===== src/rtl/led_scan_driver.sv =====
// Row-scanned LED matrix driver: fetches a 32-bit row, shifts it out MSB first, latches it and
// advances the row decoder. Define LED_SCAN_BLANK_EN to insert a 4-cycle blanking gap before LATCH.
module led_scan_driver #(
  parameter int NROWS = 20,
  parameter int DIV   = 2
) (
  input  logic        CLK,
  input  logic        RST,
  input  logic        EN,
  input  logic [31:0] RowData,
  output logic [4:0]  RowAddr,
  output logic        SCLK,
  output logic        SDO,
  output logic        LATCH,
  output logic [4:0]  RowDrv,
  output logic        OE_N,
  output logic        FrameDone
);

`ifdef LED_SCAN_BLANK_EN
  typedef enum logic [2:0] {
    S_IDLE  = 3'd0,
    S_LOAD  = 3'd1,
    S_SHIFT = 3'd2,
    S_BLANK = 3'd3,
    S_LATCH = 3'd4
  } state_t;
`else
  typedef enum logic [2:0] {
    S_IDLE  = 3'd0,
    S_LOAD  = 3'd1,
    S_SHIFT = 3'd2,
    S_LATCH = 3'd4
  } state_t;
`endif

  localparam logic [3:0] DIV_LAST = 4'(DIV - 1);
  localparam logic [4:0] ROW_LAST = 5'(NROWS - 1);

  state_t      state_r;
  logic [31:0] shreg_r;
  logic [3:0]  div_cnt_r;
  logic [4:0]  bit_cnt_r;
  logic        sclk_r;
  logic        latch_r;
  logic        oe_n_r;
  logic [4:0]  row_addr_r;
  logic [4:0]  row_drv_r;
  logic        frame_done_r;
`ifdef LED_SCAN_BLANK_EN
  logic [1:0]  blank_cnt_r;
`endif

  logic        div_wrap_s;
  logic        last_row_s;
  logic [4:0]  row_addr_next_s;

  assign div_wrap_s      = (div_cnt_r == DIV_LAST);
  assign last_row_s      = (row_addr_r == ROW_LAST);
  assign row_addr_next_s = last_row_s ? 5'd0 : (row_addr_r + 5'd1);

  // Scan sequencer: state, serialiser, row counters and all registered outputs
  always_ff @(posedge CLK or negedge RST) begin
    if (!RST) begin
      state_r      <= S_IDLE;
      shreg_r      <= 32'd0;
      div_cnt_r    <= 4'd0;
      bit_cnt_r    <= 5'd0;
      sclk_r       <= 1'b0;
      latch_r      <= 1'b0;
      oe_n_r       <= 1'b1;
      row_addr_r   <= 5'd0;
      row_drv_r    <= 5'd0;
      frame_done_r <= 1'b0;
`ifdef LED_SCAN_BLANK_EN
      blank_cnt_r  <= 2'd0;
`endif
    end else begin
      case (state_r)
        S_IDLE: begin
          if (EN) state_r <= S_LOAD;
          else    state_r <= S_IDLE;
        end
        S_LOAD: begin
          shreg_r   <= RowData;
          div_cnt_r <= 4'd0;
          bit_cnt_r <= 5'd0;
          sclk_r    <= 1'b0;
          state_r   <= S_SHIFT;
        end
        S_SHIFT: begin
          if (!div_wrap_s) begin
            div_cnt_r <= div_cnt_r + 4'd1;
          end else begin
            div_cnt_r <= 4'd0;
            if (!sclk_r) begin
              sclk_r <= 1'b1;
            end else begin
              // Falling SCLK edge: the only point where the data bit may advance
              sclk_r <= 1'b0;
              if (bit_cnt_r == 5'd31) begin
`ifdef LED_SCAN_BLANK_EN
                state_r     <= S_BLANK;
                blank_cnt_r <= 2'd0;
                oe_n_r      <= 1'b1;
`else
                state_r      <= S_LATCH;
                latch_r      <= 1'b1;
                oe_n_r       <= 1'b1;
                row_drv_r    <= row_addr_r;
                row_addr_r   <= row_addr_next_s;
                frame_done_r <= last_row_s;
`endif
              end else begin
                bit_cnt_r <= bit_cnt_r + 5'd1;
                shreg_r   <= {shreg_r[30:0], 1'b0};
              end
            end
          end
        end
`ifdef LED_SCAN_BLANK_EN
        S_BLANK: begin
          if (blank_cnt_r == 2'd3) begin
            state_r      <= S_LATCH;
            latch_r      <= 1'b1;
            oe_n_r       <= 1'b1;
            row_drv_r    <= row_addr_r;
            row_addr_r   <= row_addr_next_s;
            frame_done_r <= last_row_s;
          end else begin
            blank_cnt_r <= blank_cnt_r + 2'd1;
          end
        end
`endif
        S_LATCH: begin
          latch_r      <= 1'b0;
          frame_done_r <= 1'b0;
          oe_n_r       <= 1'b0;
          if (EN) state_r <= S_LOAD;
          else    state_r <= S_IDLE;
        end
        default: begin
          state_r <= S_IDLE;
        end
      endcase
    end
  end

  assign RowAddr   = row_addr_r;
  assign SCLK      = sclk_r;
  assign SDO       = shreg_r[31];
  assign LATCH     = latch_r;
  assign RowDrv    = row_drv_r;
  assign OE_N      = oe_n_r;
  assign FrameDone = frame_done_r;

endmodule


===== config.mk =====
export PLATFORM = sky130hd
export DESIGN_NAME = led_scan_driver
export DESIGN_NICKNAME = d
export VERILOG_FILES = /design/src/rtl/led_scan_driver.sv
export SDC_FILE = /design/constraint.sdc
export NUM_CORES = 1
export LEC_CHECK = 0
export CORE_MARGIN = 2
export CORE_UTILIZATION = 65
export DETAILED_ROUTE_END_ITERATION = 6
export DONT_BUFFER_PORTS = 1
export GPL_ROUTABILITY_DRIVEN = 0
export PLACE_DENSITY = 0.81
export SLEW_MARGIN = 10
export SYNTH_ARGS = -nofsm -noshare
export SYNTH_HDL_FRONTEND = slang
export SYNTH_SLANG_ARGS = --single-unit

===== constraint.sdc =====
create_clock -name CLK -period 3 [get_ports CLK]
set_input_delay 0.15 -clock CLK [delete_from_list [all_inputs] [get_ports CLK]]
set_output_delay 0.15 -clock CLK [all_outputs]
set_load 0.05 [all_outputs]

==> results of run 1 <==
==> cell families after synthesis <==
| logic type | after synthesis | share of synthesized area, % |
|---|---|---|
| mux | 37 | 13.46 |
| simple gates | 83 | 14.86 |
| fa+ha+maj | 5 | 2.185 |
| buf+inv | 23 | 4.152 |
| flops | 58 | 50.74 |
| compound gates | 68 | 14.29 |
| xor+xnor | 1 | 0.3060 |
==> final timing paths <==
check,slack (ns),from,depth (start not counted),end
min reg2reg,0.49,shreg_r[22]$_DFFE_PN0P_,2,shreg_r[22]$_DFFE_PN0P_
min,0.008,RowData[29],2,shreg_r[29]$_DFFE_PN0P_
max in group asynchronous,2.36,RST,2,OE_N$_DFFE_PN1P_
max reg2reg,0.84,bit_cnt_r[0]$_DFFE_PN0P_,7,shreg_r[18]$_DFFE_PN0P_
min in group asynchronous,0.34,RST,2,shreg_r[30]$_DFFE_PN0P_
max,0.84,bit_cnt_r[0]$_DFFE_PN0P_,7,shreg_r[18]$_DFFE_PN0P_
==> cell usage in the layout, fill, tap and decap left out, types with 3 or more instances in the layout <==
cell and count:
a21oi_1 8, nand3_1 5, dfrtp_1 57, nor3_1 5
and3_1 3, nor2_1 6, o22ai_1 3, o21ai_0 23
a22o_1 4, o21ai_1 18, mux2_2 3, clkbuf_1 3
nand2_1 45, dlygate4sd3_1 6, ha_1 5, inv_1 5
clkbuf_8 11, mux2i_1 31
==> routing by layer <==
metal / vias up / wire length, um / global-route usage [%] / share of wire [%]
met3: 9 / 321 / 7.359 / 6.1
met5: - / 0 / 0 / 0
met4: 0 / 85 / 10.26 / 1.6
li1: 984 / - / - / -
met2: 48 / 2511 / 36.37 / 47
met1: 928 / 2377 / 31.78 / 45
==> registers in the layout, indices dropped and copies added, names as in the netlist <==
name and cells:
OE_N 1, bit_cnt_r 5, RowAddr 5, RowDrv 5, SCLK 1, shreg_r 32
FrameDone 1, state_r 3, LATCH 1, div_cnt_r 4
==> layout make-up <==
type,count,share of cell area [%]
sequential,58,46.29
multi-input combinational,194,41.35
clock buffer,14,5.183
timing repair buffer,9,3.270
tap,52,2.073
clock inverter,2,1.116
inverter,6,0.7177
==> metrics by stage <==
stage / hold WS (ns) / instance area [um^2]
after CTS: 0.003008 / 3138
after global placement: -0.1445 / 2853
after floorplan: -0.1456 / 2863
after global routing: 0.01700 / 3138
final: 0.008337 / 3138
after detailed placement: -0.1445 / 2853
==> worst register-to-register path, stage by stage, from the launching register on <==
cell and delay (ns):
dfrtp_1 0.39, ha_1 0.20, and3_1 0.16, ha_1 0.28, inv_1 0.16, a31oi_4 0.15, buf_4 0.46, o21ai_0 0.21
==> where the power goes <==
part	total, mW	internal, mW	switching [mW]
Sequential	1.26	1.03	0.231
Combinational	0.886	0.386	0.500
Clock	0.718	0.429	0.289
Total	2.87	1.85	1.02
==> flow_metrics.tcl, run 1 <==
set metrics [dict create \
    synthesis.nets 315 \
    drtPass1Iterations 4 \
    grt_pass1_wl_um 9108 \
    post_route_cells_drive_above_1_share_pct 10.60 \
    grt_setup_unrepaired "no" \
    diodes_inserted 0 \
    drt-total-wl_um 5294 \
    floorplan.die_area_um2 4951 \
    clock_skew_ns 0.003045 \
    power_per_cell_area_nw_per_um2 914.0 \
    crit_fanout 62 \
    layout_setup_ws_ns 0.8418 \
    cp_common_cell "ha_1" \
    critical-path-top-delay-family "buffers and inverters" \
    post-cts-setup-buffer-count 0 \
    timing.critical_path.required_ns 3.18 \
    critical_path_buf_inv_count 2 \
    netlist_instances 275 \
    maximum_capacitance_violations 0 \
    crit_chain "ha_1, and3_1, ha_1, inv_1, a31oi_4, buf_4, o21ai_0" \
    worst-slew-pin-transition_ns 0.6638 \
    status "finished, final reports clean" \
    routed-via-count 1969 \
    grt-ovfl-total 0 \
    worst_path_largest_cell_delay_ns 0.46 \
    cts_tree "built" \
    largest_net_degree_at_the_start_of_global_routing 63 \
    post-route-min-period_ns 2.158 \
    finalCoreUtilization_pct 73.08 \
    multi_input_area_um2 1297 \
    total_area_of_sequential_cells_um2 1453 \
    floorplan.core_area_um2 4294 \
    ys_types 50 \
    placement_rows 24 \
    synth-seq-area-share_pct 50.74 \
    path_clk_slew_ns 0.06 \
    drt_iter0_drc 163 \
    cp_slowest_cell "buf_4" \
    power.static_leakage_nw 1.463 \
    die-width_um 70.37 \
    cp-end-kind "flip-flop" \
    place_worst_setup_slack_ns 0.8692 \
    drt_drc_violations_left 0 \
    final_power_mw 2.868 \
    port_buffers 0 \
    irDropWorstVdd_mv 0.4406 \
    netlist_top_cells_area "dfrtp_1 (50%), mux2i_1 (11%), nand2_1 (5.9%)" \
    setup_viol 0 \
    synth.cell_area_um2 2863 \
    via_count_of_the_first_global_routing_pass 1973 \
    ys_top_cells_by_count "dfrtp_1 (57), nand2_1 (45), mux2i_1 (31)" \
    post_layout_nonfiller_instances 335 \
    cts-hold-fix-buffers 7 \
    fin_crit_sh_pct 71.94 \
    drt-wirelength-per-cell_um 15.80 \
    cts_repair_resize_count 0 \
    cts-buffers-inserted 9 \
    postSynth.topFlopCell "dfrtp_1" \
    setup_total_negative_slack_ns 0 \
    ys.warnings.count 0 \
    fmaxAchievable_mhz 463.4 \
    async_reset_ff_share_pct 100.0 \
    insertion_delay_ns 0.33 \
    placed_cells 312 \
    cts-htree-levels 3 \
    postSynthRegisterBits 58 \
    yosys.cell_count.top_type "dfrtp_1" \
    synth.avg_cell_area_um2 10.41 \
    ctsLongestPathBuffers 2 \
    hpwlAfterDp_um 3360 \
    critical_path_arrival_ns 2.34 \
    number_of_enable_flip_flop_cells_after_synthesis 0 \
    route.antenna.remaining_nets 0 \
    synth_top_area_share_pct 49.83 \
    root_buffer "clkbuf_8" \
    area_growth_pct 9.615 \
    number_of_antenna_violations_at_the_first_check_in_global_routing 0 \
    min-delay-path-class "in2reg" \
    synth_area_leader_cell "dfrtp_1" \
    die_h_um 70.37 \
    grt_util_all_layers_pct 23.90 \
    finalMaxSlewViolations 0 \
    worst_path_class_setup "reg2reg" \
    cp-start-kind "flip-flop" \
    slew_headroom_pct 55.75 \
    floorplan.io_pins 50 \
    fillCellCount 310 \
    report.final.hold_viol_count 0 \
    nNetsFinal 318 \
    avgViaCountPerCell 5.878 \
    number_of_clock_sinks_seen_by_cts 58 \
    initial_standard_cell_utilization_of_the_core_pct 66.67 \
]
No activity file was read; power rests on OpenSTA's default activity.
==> inputs of run 2 (changes only) <==
- CORE_UTILIZATION: 65 -> 63
- PLACE_DENSITY: 0.81 -> 0.79
- clock period: 3 -> 2.11 ns (I/O delays scaled with it)
==> flow_metrics.tcl, run 2 (synthesized netlist as in run 1, its figures left out) <==
set metrics [dict create \
    crit_fanout 13 \
    critical_path_arrival_ns 2.23 \
    grt_pass1_wl_um 10800 \
    port_buffers 0 \
    grt_util_all_layers_pct 27.64 \
    drtPass1Iterations 4 \
    worst_path_class_setup "reg2reg" \
    root_buffer "clkbuf_8" \
    drt_iter0_drc 187 \
    slew_headroom_pct 66.28 \
    power.static_leakage_nw 1.640 \
    routed-via-count 2240 \
    irDropWorstVdd_mv 0.7792 \
    post_route_cells_drive_above_1_share_pct 13.88 \
    timing.critical_path.required_ns 2.34 \
    via_count_of_the_first_global_routing_pass 2244 \
    setup_viol 0 \
    die-width_um 71.41 \
    cp-start-kind "flip-flop" \
    floorplan.die_area_um2 5099 \
    drt_drc_violations_left 0 \
    post-cts-setup-buffer-count 0 \
    ctsLongestPathBuffers 2 \
    min-delay-path-class "in2reg" \
    cts-buffers-inserted 9 \
    drt-total-wl_um 6669 \
    maximum_capacitance_violations 0 \
    cp-end-kind "flip-flop" \
    fillCellCount 236 \
    path_clk_slew_ns 0.07 \
    avgViaCountPerCell 6.070 \
    setup.worst_path.start "div_cnt_r[1]$_DFFE_PN0P_" \
    area_growth_pct 23.30 \
    cts-htree-levels 3 \
    largest_net_degree_at_the_start_of_global_routing 63 \
    post-route-min-period_ns 2.008 \
    final_common_cell "dfrtp_1" \
    cts_tree "built" \
    timing.rr.end "RowAddr[2]$_DFFE_PN0P_" \
    commonest_cells_after_routing_fill_and_taps_aside "dfrtp_1 (57), nand2_1 (45), mux2i_1 (31), dlygate4sd3_1 (31), o21ai_0 (23)" \
    insertion_delay_ns 0.34 \
    worstReg2RegStart "div_cnt_r[1]$_DFFE_PN0P_" \
    number_of_antenna_violations_at_the_first_check_in_global_routing 0 \
    route.antenna.remaining_nets 0 \
    number_of_flip_flops_under_the_largest_register_name 32 \
    worstRegToRegCells 7 \
    diodes_inserted 0 \
    number_of_clock_sinks_seen_by_cts 58 \
    hpwlAfterDp_um 3460 \
    crit_path_end "RowAddr[2]$_DFFE_PN0P_" \
    design_area_um2 3530 \
    fin_worst_hold_slack_ns 0.001595 \
    worst-slew-pin-transition_ns 0.5059 \
    grt-ovfl-total 0 \
    setup.reg_to_reg.worst_slack_ns 0.10 \
    nNetsFinal 352 \
    die_h_um 71.41 \
    largest-register "shreg_r" \
    status "finished, final reports clean" \
    finalMaxSlewViolations 0 \
    drt-wirelength-per-cell_um 18.07 \
    floorplan.core_area_um2 4354 \
    power_per_cell_area_nw_per_um2 1279 \
    floorplan.io_pins 50 \
    initial_standard_cell_utilization_of_the_core_pct 65.75 \
    fin_crit_sh_pct 95.15 \
    report.final.hold_viol_count 0 \
    clock_skew_ns 0.008634 \
    fmaxAchievable_mhz 498.1 \
    placement_rows 24 \
    place_area_um2 2945 \
]
==> run 2: changes by cell type in the layout (fill, tap and decap cells not counted), sizes merged <==
| cell | change |
|---|---|
| buf | +9 |
| bufinv | +1 |
| clkinvlp | +1 |
| clkbuf | -2 |
| dlygate4sd3 | +25 |
==> run 2: how the worst min path moves through the flow <==
stage / start / end / slack (ns) / cells past startpoint
CTS: RowData[25] / shreg_r[25]$_DFFE_PN0P_ / 0.004 / 2
detailed placement: RST / shreg_r[24]$_DFFE_PN0P_ / -0.19 / 0
finish: RowData[25] / shreg_r[25]$_DFFE_PN0P_ / 0.002 / 2
global route: RowData[25] / shreg_r[25]$_DFFE_PN0P_ / 0.03 / 2
global placement: RST / shreg_r[23]$_DFFE_PN0P_ / -0.19 / 0
floorplan: RST / FrameDone$_DFFE_PN0P_ / -0.19 / 0
==> run 2: per-layer routing <==
metal  vias up  global-route usage (%)  part of all wire (%)
li1       1057                       -                     -
met1      1090                   35.74                    42
met2        77                   44.44                    49
met3        16                   6.751                   5.5
met4         0                   12.37                   2.9
met5         -                       0                     0
==> run 2: what timing repair did <==
| action | 4_1_cts | 5_1_grt |
|---|---|---|
| setup endpoints to repair | 0 | 19 |
| gates resized for setup | 0 | 2 |
| hold buffers | 32 | 0 |
| endpoints found under the hold margin | 88 | 0 |
==> run 2: stage by stage <==
stage / std cells / util [%] / power [mW] / setup WS, ns / setup TNS [ns]
final: 369 / 81.06 / 4.514 / 0.1023 / 0
after global routing: 369 / 81.06 / 4.758 / -0.01258 / -0.01258
after CTS: 369 / 80.86 / 4.413 / 0.07526 / 0
after detailed placement: 321 / 67.64 / 3.114 / 0.1548 / 0
after global placement: 321 / 67.64 / 3.060 / 0.2172 / 0
after floorplan: 275 / - / 2.829 / 0.3243 / 0
==> run 2: final cells by class <==
| cell class | count | area, um^2 | area share, % |
|---|---|---|---|
| multi-input combinational | 194 | 1306 | 37.01 |
| clock inverter | 4 | 72.57 | 2.056 |
| tap | 52 | 65.06 | 1.843 |
| timing repair buffer | 43 | 445.4 | 12.62 |
| clock buffer | 12 | 165.2 | 4.679 |
| sequential | 58 | 1453 | 41.16 |
| inverter | 6 | 22.52 | 0.6381 |
==> run 2: report_power, final <==
part / leakage (nW) / switching, mW / internal (mW) / total [mW]
clock network: 0.119 / 0.460 / 0.760 / 1.22
logic: 0.773 / 0.896 / 0.653 / 1.55
registers: 0.749 / 0.276 / 1.47 / 1.75
total: 1.64 / 1.63 / 2.88 / 4.51
==> run 2: critical path, cell delays in order, from the launching register on <==
cell	delay [ns]
dfrtp_1	0.43
inv_1	0.09
ha_1	0.16
and4bb_1	0.46
nand3_4	0.23
inv_2	0.14
nand2_1	0.07
mux2_1	0.31
==> inputs of run 3 (changes only) <==
- CORE_UTILIZATION: 63 -> 40
- PLACE_DENSITY: 0.79 -> not set
==> flow_metrics.tcl, run 3 (synthesized netlist as in run 1, its figures left out) <==
set metrics [dict create \
    status "finished, final reports clean" \
    post-cts-setup-buffer-count 0 \
    grt_util_all_layers_pct 16.53 \
    report.final.hold_viol_count 0 \
    post-route-min-period_ns 1.934 \
    placement_rows 30 \
    drt-wirelength-per-cell_um 14.69 \
    hpwlAfterDp_um 3778 \
    internal_power_mw 2.815 \
    port_buffers 0 \
    via_count_of_the_first_global_routing_pass 2119 \
    cts-htree-levels 3 \
    placed_cells 365 \
    drtPass1Iterations 4 \
    number_of_antenna_violations_at_the_first_check_in_global_routing 0 \
    fmaxAchievable_mhz 517.1 \
    route.antenna.remaining_nets 0 \
    die_h_um 88.60 \
    grt-ovfl-total 0 \
    grt_setup_unrepaired "no" \
    grt_pass1_wl_um 10010 \
    cts_tree "built" \
    drt_drc_violations_left 0 \
    timing.critical_path.required_ns 2.36 \
    commonest_cells_after_routing_fill_and_taps_aside "dfrtp_1 (57), nand2_1 (45), dlygate4sd3_1 (33)" \
    number_of_clock_sinks_seen_by_cts 58 \
    drt-total-wl_um 6096 \
    cp-end-kind "flip-flop" \
    power_per_cell_area_nw_per_um2 1207 \
    floorplan.core_area_um2 6869 \
    gr-usage-met2_pct 25.97 \
    fillCellCount 617 \
    area_growth_pct 24.96 \
    fin_crit_sh_pct 91.66 \
    irDropWorstVdd_mv 0.6685 \
    worst_hold_path_startpoint "RowData[0]" \
    worst-slew-pin-transition_ns 0.5408 \
    final_power_mw 4.317 \
    post_layout_nonfiller_instances 415 \
    diodes_inserted 0 \
    avgViaCountPerCell 5.058 \
    clock_skew_ns 0.008239 \
    initial_standard_cell_utilization_of_the_core_pct 41.68 \
    setup_viol 0 \
    routed-via-count 2099 \
    fraction_of_power_consumed_by_combinational_cells_pct 34.2 \
    critical_path_arrival_ns 2.18 \
    worstRegToRegCells 8 \
    final_common_cell "dfrtp_1" \
    finalMaxSlewViolations 0 \
    hold-path-cell-count 3 \
    worst_path_class_setup "reg2reg" \
    power.static_leakage_nw 1.640 \
    crit_fanout 62 \
    slew_headroom_pct 63.45 \
    total_switching_power_mw 1.502 \
    drt_iter0_drc 48 \
    cts-buffers-inserted 9 \
    floorplan.io_pins 50 \
    ctsLongestPathBuffers 2 \
    hold_path_sink "shreg_r[0]$_DFFE_PN0P_" \
    grtUsageMet3_pct 7.276 \
    timing.rr.end "shreg_r[31]$_DFFE_PN0P_" \
    maximum_capacitance_violations 0 \
    root_buffer "clkbuf_8" \
    floorplan.die_area_um2 7850 \
    top_usage_layer "met2" \
    die-width_um 88.60 \
    power_switching_share_pct 34.79 \
    insertion_delay_ns 0.33 \
    number_of_flip_flops_under_the_largest_register_name 32 \
    seq_power_share_pct 39.8 \
    setup_total_negative_slack_ns 0 \
    path_clk_slew_ns 0.07 \
    largest_net_degree_at_the_start_of_global_routing 63 \
    cp-start-kind "flip-flop" \
    worstReg2RegStart "bit_cnt_r[0]$_DFFE_PN0P_" \
    min-delay-path-class "in2reg" \
    groute.layer.met1.usage_pct 20.88 \
    nNetsFinal 354 \
    clkPwrFrac_pct 26.0 \
    post_route_cells_drive_above_1_share_pct 13.17 \
    largest-register "shreg_r" \
    setup.reg_to_reg.worst_slack_ns 0.18 \
]
[run 3: cell count changes in the layout (fill, tap and decap cells not counted)]
| cell | before | now |
|---|---|---|
| clkbuf_1 | 0 | 1 |
| ha_2 | 1 | 0 |
| and4bb_1 | 1 | 0 |
| ha_1 | 4 | 5 |
| clkbuf_8 | 12 | 10 |
| clkinv_2 | 1 | 2 |
| nor4b_1 | 0 | 1 |
| nor4b_2 | 1 | 0 |
| and4bb_2 | 0 | 1 |
| dlygate4sd3_1 | 31 | 33 |
[run 3: worst max path at each step]
stage | from | endpoint | slack [ns] | cells after the start
floorplan | bit_cnt_r[0]$_DFFE_PN0P_ | bit_cnt_r[3]$_DFFE_PN0P_ | 0.32 | 7
detailed placement | div_cnt_r[1]$_DFFE_PN0P_ | RowAddr[2]$_DFFE_PN0P_ | 0.14 | 7
CTS | div_cnt_r[1]$_DFFE_PN0P_ | RowAddr[2]$_DFFE_PN0P_ | 0.12 | 7
finish | bit_cnt_r[0]$_DFFE_PN0P_ | shreg_r[31]$_DFFE_PN0P_ | 0.18 | 8
global placement | div_cnt_r[1]$_DFFE_PN0P_ | RowAddr[2]$_DFFE_PN0P_ | 0.20 | 7
global route | bit_cnt_r[0]$_DFFE_PN0P_ | shreg_r[9]$_DFFE_PN0P_ | 0.01 | 8
[run 3: repair_timing]
item / CTS / global route
hold buffers: 34 / 0
setup endpoints to repair: 0 / 1
gates resized for setup: 0 / 1
endpoints found under the hold margin: 90 / 0
[run 3: cell type report]
cell class	instances	area [um^2]	share of cell area, %
sequential	58	1453	40.61
multi-input combinational	194	1297	36.27
timing repair buffer	45	465.4	13.01
clock buffer	11	141.4	3.952
tap	96	120.1	3.358
clock inverter	5	77.57	2.169
inverter	6	22.52	0.6296
[run 3: per-layer routing]
metal / routed length [um] / vias up
met4: 55 / 0
met1: 2791 / 984
met5: 0 / -
met2: 2802 / 51
met3: 447 / 8
li1: - / 1056
[run 3: critical path: stages, from the launching register on]
cell,delay (ns)
dfrtp_1,0.41
ha_1,0.19
and3_1,0.15
ha_1,0.28
inv_1,0.17
a31oi_4,0.18
buf_12,0.25
nand2_1,0.09
o21ai_0,0.11
[run 3: through the flow]
stage          util (%)  setup slack [ns]  cell area (um^2)  hold slack [ns]
4_1_cts           52.08            0.1249              3577          0.05642
2_1_floorplan         -            0.3243              2863          -0.1901
5_1_grt           52.08           0.01196              3577          0.06880
3_3_place_gp      43.68            0.1969              3000          -0.1888
3_5_place_dp      43.68            0.1434              3000          -0.1889
6_report          52.08            0.1761              3577          0.07292
[run 3: power groups by stage]
| stage | Sequential (mW) | Clock (mW) | Combinational [mW] |
|---|---|---|---|
| 6_report | 1.72 | 1.12 | 1.48 |
| 5_1_grt | 1.77 | 1.21 | 1.66 |
| 4_1_cts | 1.71 | 1.17 | 1.48 |
| 3_5_place_dp | 1.73 | 0 | 1.41 |
| 3_3_place_gp | 1.72 | 0 | 1.37 |
| 2_1_floorplan | 1.70 | 0 | 1.13 |
